`config.mk`:
```
export PLATFORM = sky130hd
export DESIGN_NAME = fp_addsub
export DESIGN_NICKNAME = d
export VERILOG_FILES = /design/src/rtl/fp_pkg.sv /design/src/rtl/fp_lzc.sv /design/src/rtl/fp_addsub.sv
export SDC_FILE = /design/constraint.sdc
export NUM_CORES = 1
export LEC_CHECK = 0
export CAP_MARGIN = 10
export CORE_MARGIN = 10
export CORE_UTILIZATION = 35
export CTS_CLUSTER_DIAMETER = 60
export DETAILED_ROUTE_END_ITERATION = 10
export GPL_TIMING_DRIVEN = 1
export SLEW_MARGIN = 20
export SYNTH_ARGS = -nofsm -noshare
export SYNTH_HDL_FRONTEND = slang
export SYNTH_SLANG_ARGS = --single-unit
```
`constraint.sdc`:
```
create_clock -name clk -period 10.3 [get_ports clk]
set_input_delay 1.03 -clock clk [delete_from_list [all_inputs] [get_ports clk]]
set_output_delay 1.03 -clock clk [all_outputs]
set_load 0.05 [all_outputs]
```
`src/rtl/fp_pkg.sv`:
```
// Shared types and helpers for the floating-point add/subtract pipeline:
// operand classes, the exception flag bundle and canonical special encodings.
package fp_pkg;

    typedef enum logic [2:0] {ZERO, NORM, INF, QNAN, SNAN} fp_class_e;

    typedef struct packed {
        logic invalid;
        logic overflow;
        logic underflow;
        logic inexact;
    } fp_flags_t;

    // Subnormals classify as ZERO: they are flushed before the datapath sees them.
    function automatic fp_class_e fp_classify(input logic exp_zero, input logic exp_ones,
                                              input logic man_zero, input logic man_msb);
        if (exp_zero)  return ZERO;
        if (!exp_ones) return NORM;
        if (man_zero)  return INF;
        return man_msb ? QNAN : SNAN;
    endfunction

    // Positive infinity, right-aligned in 64 bits; callers truncate to their word width.
    function automatic logic [63:0] fp_inf(input int exp_w, input int man_w);
        return (64'd1 << (exp_w + man_w)) - (64'd1 << man_w);
    endfunction

    function automatic logic [63:0] fp_qnan(input int exp_w, input int man_w);
        return fp_inf(exp_w, man_w) | (64'd1 << (man_w - 1));
    endfunction

endpackage

```
`src/rtl/fp_lzc.sv`:
```
// Combinational leading-zero counter; an all-zero input yields WIDTH.
module fp_lzc #(
    parameter  int WIDTH = 27,
    localparam int CW    = $clog2(WIDTH + 1)
) (
    input  logic [WIDTH-1:0] d,
    output logic [CW-1:0]    cnt
);

    logic found;

    always_comb begin
        cnt   = CW'(WIDTH);
        found = 1'b0;
        for (int i = WIDTH - 1; i >= 0; i--) begin
            if (!found && d[i]) begin
                cnt   = CW'(WIDTH - 1 - i);
                found = 1'b1;
            end
        end
    end

endmodule

```
`src/rtl/fp_addsub.sv`:
```
// Five-stage IEEE-754-style adder/subtractor, round-to-nearest-even, flush-to-zero,
// one global stall enable shared by every stage.
module fp_addsub
    import fp_pkg::*;
#(
    parameter int EXP_W = 8,
    parameter int MAN_W = 23,
    parameter int TAG_W = 4
) (
    input  logic                   clk,
    input  logic                   rst,
    input  logic                   in_vld,
    output logic                   in_rdy,
    input  logic                   op_sub,
    input  logic [EXP_W+MAN_W:0]   a,
    input  logic [EXP_W+MAN_W:0]   b,
    input  logic [TAG_W-1:0]       tag_in,
    output logic [TAG_W-1:0]       tag_out,
    output logic                   out_vld,
    input  logic                   out_rdy,
    output logic [EXP_W+MAN_W:0]   result,
    output logic [3:0]             flags
);

    localparam int W      = 1 + EXP_W + MAN_W;
    localparam int WM     = W - 1;
    localparam int FW     = MAN_W + 4;          // hidden + mantissa + guard/round/sticky
    localparam int SW     = EXP_W + 2;
    localparam int LZW    = $clog2(FW + 1);
    localparam int STAGES = 5;

    localparam logic [W-1:0]         QNAN_W = W'(fp_qnan(EXP_W, MAN_W));
    localparam logic [WM-1:0]        INF_M  = WM'(fp_inf(EXP_W, MAN_W));
    localparam logic signed [SW-1:0] EMAX   = SW'((1 << EXP_W) - 1);

    typedef struct packed {
        logic             sign;
        logic             zsign;
        logic             sp;
        logic [W-1:0]     sp_word;
        fp_flags_t        sp_flags;
        logic [TAG_W-1:0] tag;
    } side_t;

    logic              en;
    logic [STAGES:1]   vld_pipe;
    side_t             side_in;
    side_t             side_q [1:STAGES-1];

    assign en      = !out_vld || out_rdy;
    assign in_rdy  = en;
    assign out_vld = vld_pipe[STAGES];

    // S1: classify, flush subnormals, order operands so |x| >= |y|
    logic [EXP_W-1:0] ea, eb;
    logic [MAN_W-1:0] ma, mb;
    logic [MAN_W:0]   fa, fb;
    logic             sa, sb, a_ge;
    fp_class_e        ca, cb;

    assign sa   = a[W-1];
    assign sb   = b[W-1] ^ op_sub;
    assign ea   = a[W-2:MAN_W];
    assign eb   = b[W-2:MAN_W];
    assign ma   = a[MAN_W-1:0];
    assign mb   = b[MAN_W-1:0];
    assign ca   = fp_classify(ea == '0, &ea, ma == '0, ma[MAN_W-1]);
    assign cb   = fp_classify(eb == '0, &eb, mb == '0, mb[MAN_W-1]);
    assign fa   = (ca == ZERO) ? '0 : {1'b1, ma};
    assign fb   = (cb == ZERO) ? '0 : {1'b1, mb};
    assign a_ge = {ea, fa} >= {eb, fb};

    always_comb begin
        side_in          = '0;
        side_in.sign     = a_ge ? sa : sb;
        side_in.zsign    = sa & sb;
        side_in.tag      = tag_in;
        if (ca == QNAN || ca == SNAN || cb == QNAN || cb == SNAN) begin
            side_in.sp               = 1'b1;
            side_in.sp_word          = QNAN_W;
            side_in.sp_flags.invalid = (ca == SNAN) || (cb == SNAN);
        end else if (ca == INF && cb == INF) begin
            side_in.sp               = 1'b1;
            side_in.sp_word          = (sa != sb) ? QNAN_W : {sa, INF_M};
            side_in.sp_flags.invalid = (sa != sb);
        end else if (ca == INF) begin
            side_in.sp      = 1'b1;
            side_in.sp_word = {sa, INF_M};
        end else if (cb == INF) begin
            side_in.sp      = 1'b1;
            side_in.sp_word = {sb, INF_M};
        end
    end

    logic [EXP_W-1:0] s1_ex, s1_diff;
    logic [MAN_W:0]   s1_mx, s1_my;
    logic             s1_sub;

    // S2: align y; everything shifted past the sticky position collapses into it
    logic [2*FW-1:0] al_wide;
    logic [FW-1:0]   al;

    assign al_wide = {s1_my, 3'b000, {FW{1'b0}}} >> s1_diff;

    always_comb begin
        if (int'(s1_diff) >= MAN_W + 3) al = {{(FW-1){1'b0}}, |s1_my};
        else                            al = {al_wide[2*FW-1:FW+1], al_wide[FW] | (|al_wide[FW-1:0])};
    end

    logic [MAN_W:0]   s2_mx;
    logic [FW-1:0]    s2_al;
    logic             s2_sub;
    logic [EXP_W-1:0] s2_ex;

    // S3: magnitude add/sub; x >= y so the difference never goes negative
    logic [FW:0] sum_c;
    assign sum_c = s2_sub ? {1'b0, s2_mx, 3'b000} - {1'b0, s2_al}
                          : {1'b0, s2_mx, 3'b000} + {1'b0, s2_al};

    logic [FW:0]      s3_sum;
    logic [EXP_W-1:0] s3_ex;

    // S4: normalise; the hidden bit after normalising is 0 only for a zero sum
    logic [LZW-1:0]         lz;
    logic [FW-1:0]          norm;
    logic signed [SW-1:0]   e_n;

    fp_lzc #(.WIDTH(FW)) u_lzc (.d(s3_sum[FW-1:0]), .cnt(lz));

    always_comb begin
        if (s3_sum[FW]) begin
            norm = {s3_sum[FW:2], s3_sum[1] | s3_sum[0]};
            e_n  = {2'b00, s3_ex} + SW'(1);
        end else begin
            norm = s3_sum[FW-1:0] << lz;
            e_n  = {2'b00, s3_ex} - SW'(lz);
        end
    end

    logic [FW-2:0]        s4_n;
    logic signed [SW-1:0] s4_e;
    logic                 s4_zero;

    // S5: round to nearest even, re-normalise on mantissa carry, pack
    logic                 rup, rc, inx;
    logic [MAN_W-1:0]     man_r;
    logic signed [SW-1:0] ef;
    logic [W-1:0]         r_word;
    fp_flags_t            r_flags;
    side_t                sd;

    assign sd           = side_q[STAGES-1];
    assign rup          = s4_n[2] & (s4_n[1] | s4_n[0] | s4_n[3]);
    assign {rc, man_r}  = {1'b0, s4_n[FW-2:3]} + {{MAN_W{1'b0}}, rup};
    assign ef           = rc ? s4_e + SW'(1) : s4_e;
    assign inx          = |s4_n[2:0];

    always_comb begin
        r_word          = {sd.sign, ef[EXP_W-1:0], man_r};
        r_flags         = '0;
        r_flags.inexact = inx;
        if (sd.sp) begin
            r_word  = sd.sp_word;
            r_flags = sd.sp_flags;
        end else if (s4_zero) begin
            r_word  = {sd.zsign, {WM{1'b0}}};
            r_flags = '0;
        end else if (ef <= 0) begin
            r_word            = {sd.sign, {WM{1'b0}}};
            r_flags.underflow = 1'b1;
            r_flags.inexact   = 1'b1;
        end else if (ef >= EMAX) begin
            r_word           = {sd.sign, INF_M};
            r_flags.overflow = 1'b1;
            r_flags.inexact  = 1'b1;
        end
    end

    always_ff @(posedge clk) begin
        if (en) begin
            s1_ex     <= a_ge ? ea : eb;
            s1_diff   <= a_ge ? ea - eb : eb - ea;
            s1_mx     <= a_ge ? fa : fb;
            s1_my     <= a_ge ? fb : fa;
            s1_sub    <= sa ^ sb;
            side_q[1] <= side_in;
            for (int i = 2; i < STAGES; i++) side_q[i] <= side_q[i-1];
            s2_mx     <= s1_mx;
            s2_al     <= al;
            s2_sub    <= s1_sub;
            s2_ex     <= s1_ex;
            s3_sum    <= sum_c;
            s3_ex     <= s2_ex;
            s4_n      <= norm[FW-2:0];
            s4_e      <= e_n;
            s4_zero   <= !norm[FW-1];
        end
    end

    always_ff @(posedge clk or negedge rst) begin
        if (!rst) begin
            vld_pipe <= '0;
            result   <= '0;
            flags    <= '0;
            tag_out  <= '0;
        end else if (en) begin
            vld_pipe <= {vld_pipe[STAGES-1:1], in_vld};
            result   <= r_word;
            flags    <= r_flags;
            tag_out  <= sd.tag;
        end
    end

endmodule

```
==> impl_results.md <==
- CTS resizes: 0
- Critical Path Start Type: input port
- Initial Util: 35.3%
- Share of the yosys chip area belonging to registers: 45.9%
- Final Hold Viols: 0
- # nets final: 2,039
- Delay-heaviest family, CP: simple AND/OR/NAND/NOR gates
- Pin count of the biggest net entering global routing: 109
- GRT Total Usage: 16.0%
- Final routed wire length divided by cell count: 19.1 um
- Total instance count after detailed placement: 2,507
- Half-perimeter wire length after placement: 37,900 um
- IR Drop Worst-Case VDD: 0.0992 mV
- Ports placed on the boundary: 115
- Crit end category: register
- Path category of the worst min-delay check: reg -> reg
- Initial antenna violation count: 1
- Startpoint of the lowest-slack hold path: s1_sub
- Most common cell after layout, fill and taps aside: sky130_fd_sc_hd__nand2_1
- Hold worst-path end: s2_sub
- Average via count per standard cell: 5.36
- Yosys warns: 0
- Count of H-tree levels built during CTS: 2
- Clock root buffer: sky130_fd_sc_hd__clkbuf_16
- Critical path buffers and inverters: 3
- Clock tree from TritonCTS: built
- CP max FO: 68
- Static leakage power: 0.00833 uW
- Setup repair bufs after CTS: 0
- Reg2reg path depth: 14
- Height of the die: 247 um
- Total overflow reported by the global router: 0
- Number of buffers created by CTS: 36
- Cts hold-fix bufs: 0
- Worst Hold Path Cells: 0
- Post-synth design cell area: 18,000 sq um
- Clk pin slew, worst setup/hold paths: 60 ps
- Minimum setup slack after placement: 4640 ps
- Remaining design rule violation count: 0
- Mean cell area of the mapped netlist: 10.1 sq um
- Unrepaired setup endpoints after global routing: no
- Run status: completed
- Routability Congestion: 0.918
- Count of flip-flops with a built-in enable after synthesis: 238
- Final Non-Filler Cells: 2,571
- Net count after synthesis: 1,953
- Placement row count: 83
- Series of cell instances along the critical path: clkdlybuf4s50_1 -> nor4_1 -> nand2_1 -> buf_4 -> nand2_1 -> ha_1 -> nand2b_1 -> a21o_1 -> a21o_1 -> a21oi_1 -> a211oi_1 -> or3_1 -> a311oi_4 -> buf_4 -> mux2_2
- Final critical-path required period: 5050 ps
- Final setup violation count: 0
- Slowest cell on crit path: sky130_fd_sc_hd__buf_4
- Slew headroom: 32.5%
- Relative area change from synthesis to final layout: 16.5%
- Area of all placed cells without fillers: 21,000 sq um
- Initial DRC count: 762
- Reg-to-reg slack, setup: 5760 ps
- Critical path required time: 10,600 ps
- Layout cells sized above 1: 6.50%
- Final max-slew violation count: 0
- Max-capacitance violation count: 0
- F_max: 198 MHz
- Total power after layout: 6490 uW
- Clock sink total: 283
- Clock tree buffer depth: 3
- Width of the die: 247 um
- First-pass GRT wire length: 77,900 um
- Post-synthesis cell type count: 84
- Total detailed-routing wirelength: 49,100 um
- Clock network latency to the later pin of the worst-skew pair: 550 ps
- Category of the critical setup timing path: in -> reg
- Dominant register cell in the synthesized netlist: sky130_fd_sc_hd__edfxtp_1
- Diode count: 0
- Via count of the first global-routing pass: 13,800
- Antenna Violating Nets Remaining: 0
- Setup TNS after final layout: 0 ps
- Vias post-DR: 13,800
- Crit Reg-Reg Startpoint: s3_sum[18]
- Most frequent cells in the layout: sky130_fd_sc_hd__nand2_1, sky130_fd_sc_hd__edfxtp_1, sky130_fd_sc_hd__mux2i_1, sky130_fd_sc_hd__nor2_1, sky130_fd_sc_hd__clkdlybuf4s50_1
- Post-synthesis cell count: 1,779
- Pin slew with the least headroom to its limit: 1010 ps
- Slowest stage delay, CP: 620 ps
- Reg-to-reg critical path endpoint: s4_e[8]
- Share of synthesized registers carrying an async set or reset: 15.9%
- Die area: 60,900 sq um
- Pwr/cell area: 309 nW/um^2
- Number of flip-flops and latches in the synthesized netlist: 283
- Final Worst Setup Slack: 5250 ps
- Number of detailed-route iterations in the first pass: 5
- I/O Buffers: 114
- Setup clock skew after layout: 19.2 ps
- Placed standard-cell area: 19,800 sq um
- Placeable core region: 51,100 sq um
- Period utilization: 49.1%
- Data arrival, critical path: 5350 ps
[layout make-up]
cell class / count / area, sq um
clock buffer: 42 / 966
clock inverter: 22 / 190
fill: 5018 / 30100
inverter: 116 / 445
multi-input combinational: 1296 / 8980
sequential: 283 / 8270
tap: 680 / 851
timing repair buffer: 132 / 1270
[worst max-delay path by stage]
| stage | slack [ps] | from | cells past startpoint | endpoint |
|---|---|---|---|---|
| 6_report | 5250 | a[25] | 15 | side_q[0][85] |
| 5_1_grt | 5000 | a[25] | 16 | s1_diff[2] |
| 4_1_cts | 5220 | a[25] | 15 | side_q[0][85] |
| 3_5_place_dp | 4640 | a[25] | 15 | side_q[0][85] |
| 3_3_place_gp | 4650 | a[25] | 15 | side_q[0][85] |
| 2_1_floorplan | 1070 | out_rdy | 3 | in_rdy |
[through the flow]
stage / utilization [%] / hold slack, ps
final: 41.1 / 416
after global placement: 38.8 / 402
after CTS: 41.1 / 417
after global routing: 41.1 / 422
after detailed placement: 38.8 / 405
after floorplan: - / 400
[registers in the layout (all words and copies together) (netlist names), 10 cells and up]
register / flops
s4_e: 10
s1_my: 24
result: 32
s2_al: 27
side_q: 40
s2_mx: 24
s3_sum: 28
s1_mx: 24
s4_n: 26
[routing by layer]
layer / vias up / global-route usage, % / share of wire [%]
li1: 6755 / - / -
met1: 6545 / 19.3 / 42
met2: 382 / 27.9 / 49
met3: 101 / 2.42 / 4.7
met4: 0 / 7.05 / 3.9
met5: - / 0 / 0
[cells by family after synthesis]
logic type | synth area share (%)
simple gates | 15.2
xor+xnor | 3.50
mux | 9.35
flops | 45.9
compound gates | 14.5
fa+ha+maj | 7.18
buf+inv | 4.38
[synthesized netlist by cell type (all sizes together) (13+ instances only)]
cell    number  area [sq um]
nand2      244           916
edfxtp     238          7150
mux2i      115          1150
inv        114           430
nor2       114           428
o21ai      107           536
ha          97          1210
a21oi       88           440
clkbuf      68           255
dfrtp       45          1130
nor3        44           220
xnor2       40           350
a21o        33           248
nor4        33           221
xor2        32           280
nand3       31           155
and3        23           144
a211oi      22           165
mux4        19           428
buf         16          96.3
nand2b      15          93.8
nand4       15          93.8
a31oi       14          87.6
nor2b       14          87.6
o211ai      13          97.6
[report_power, final]
| part | total, uW | internal [uW] | switching, uW |
|---|---|---|---|
| registers | 2300 | 1870 | 432 |
| clock network | 1210 | 727 | 488 |
| logic | 2980 | 1140 | 1840 |
| total | 6490 | 3730 | 2760 |
(Power assumes the default switching activity.)
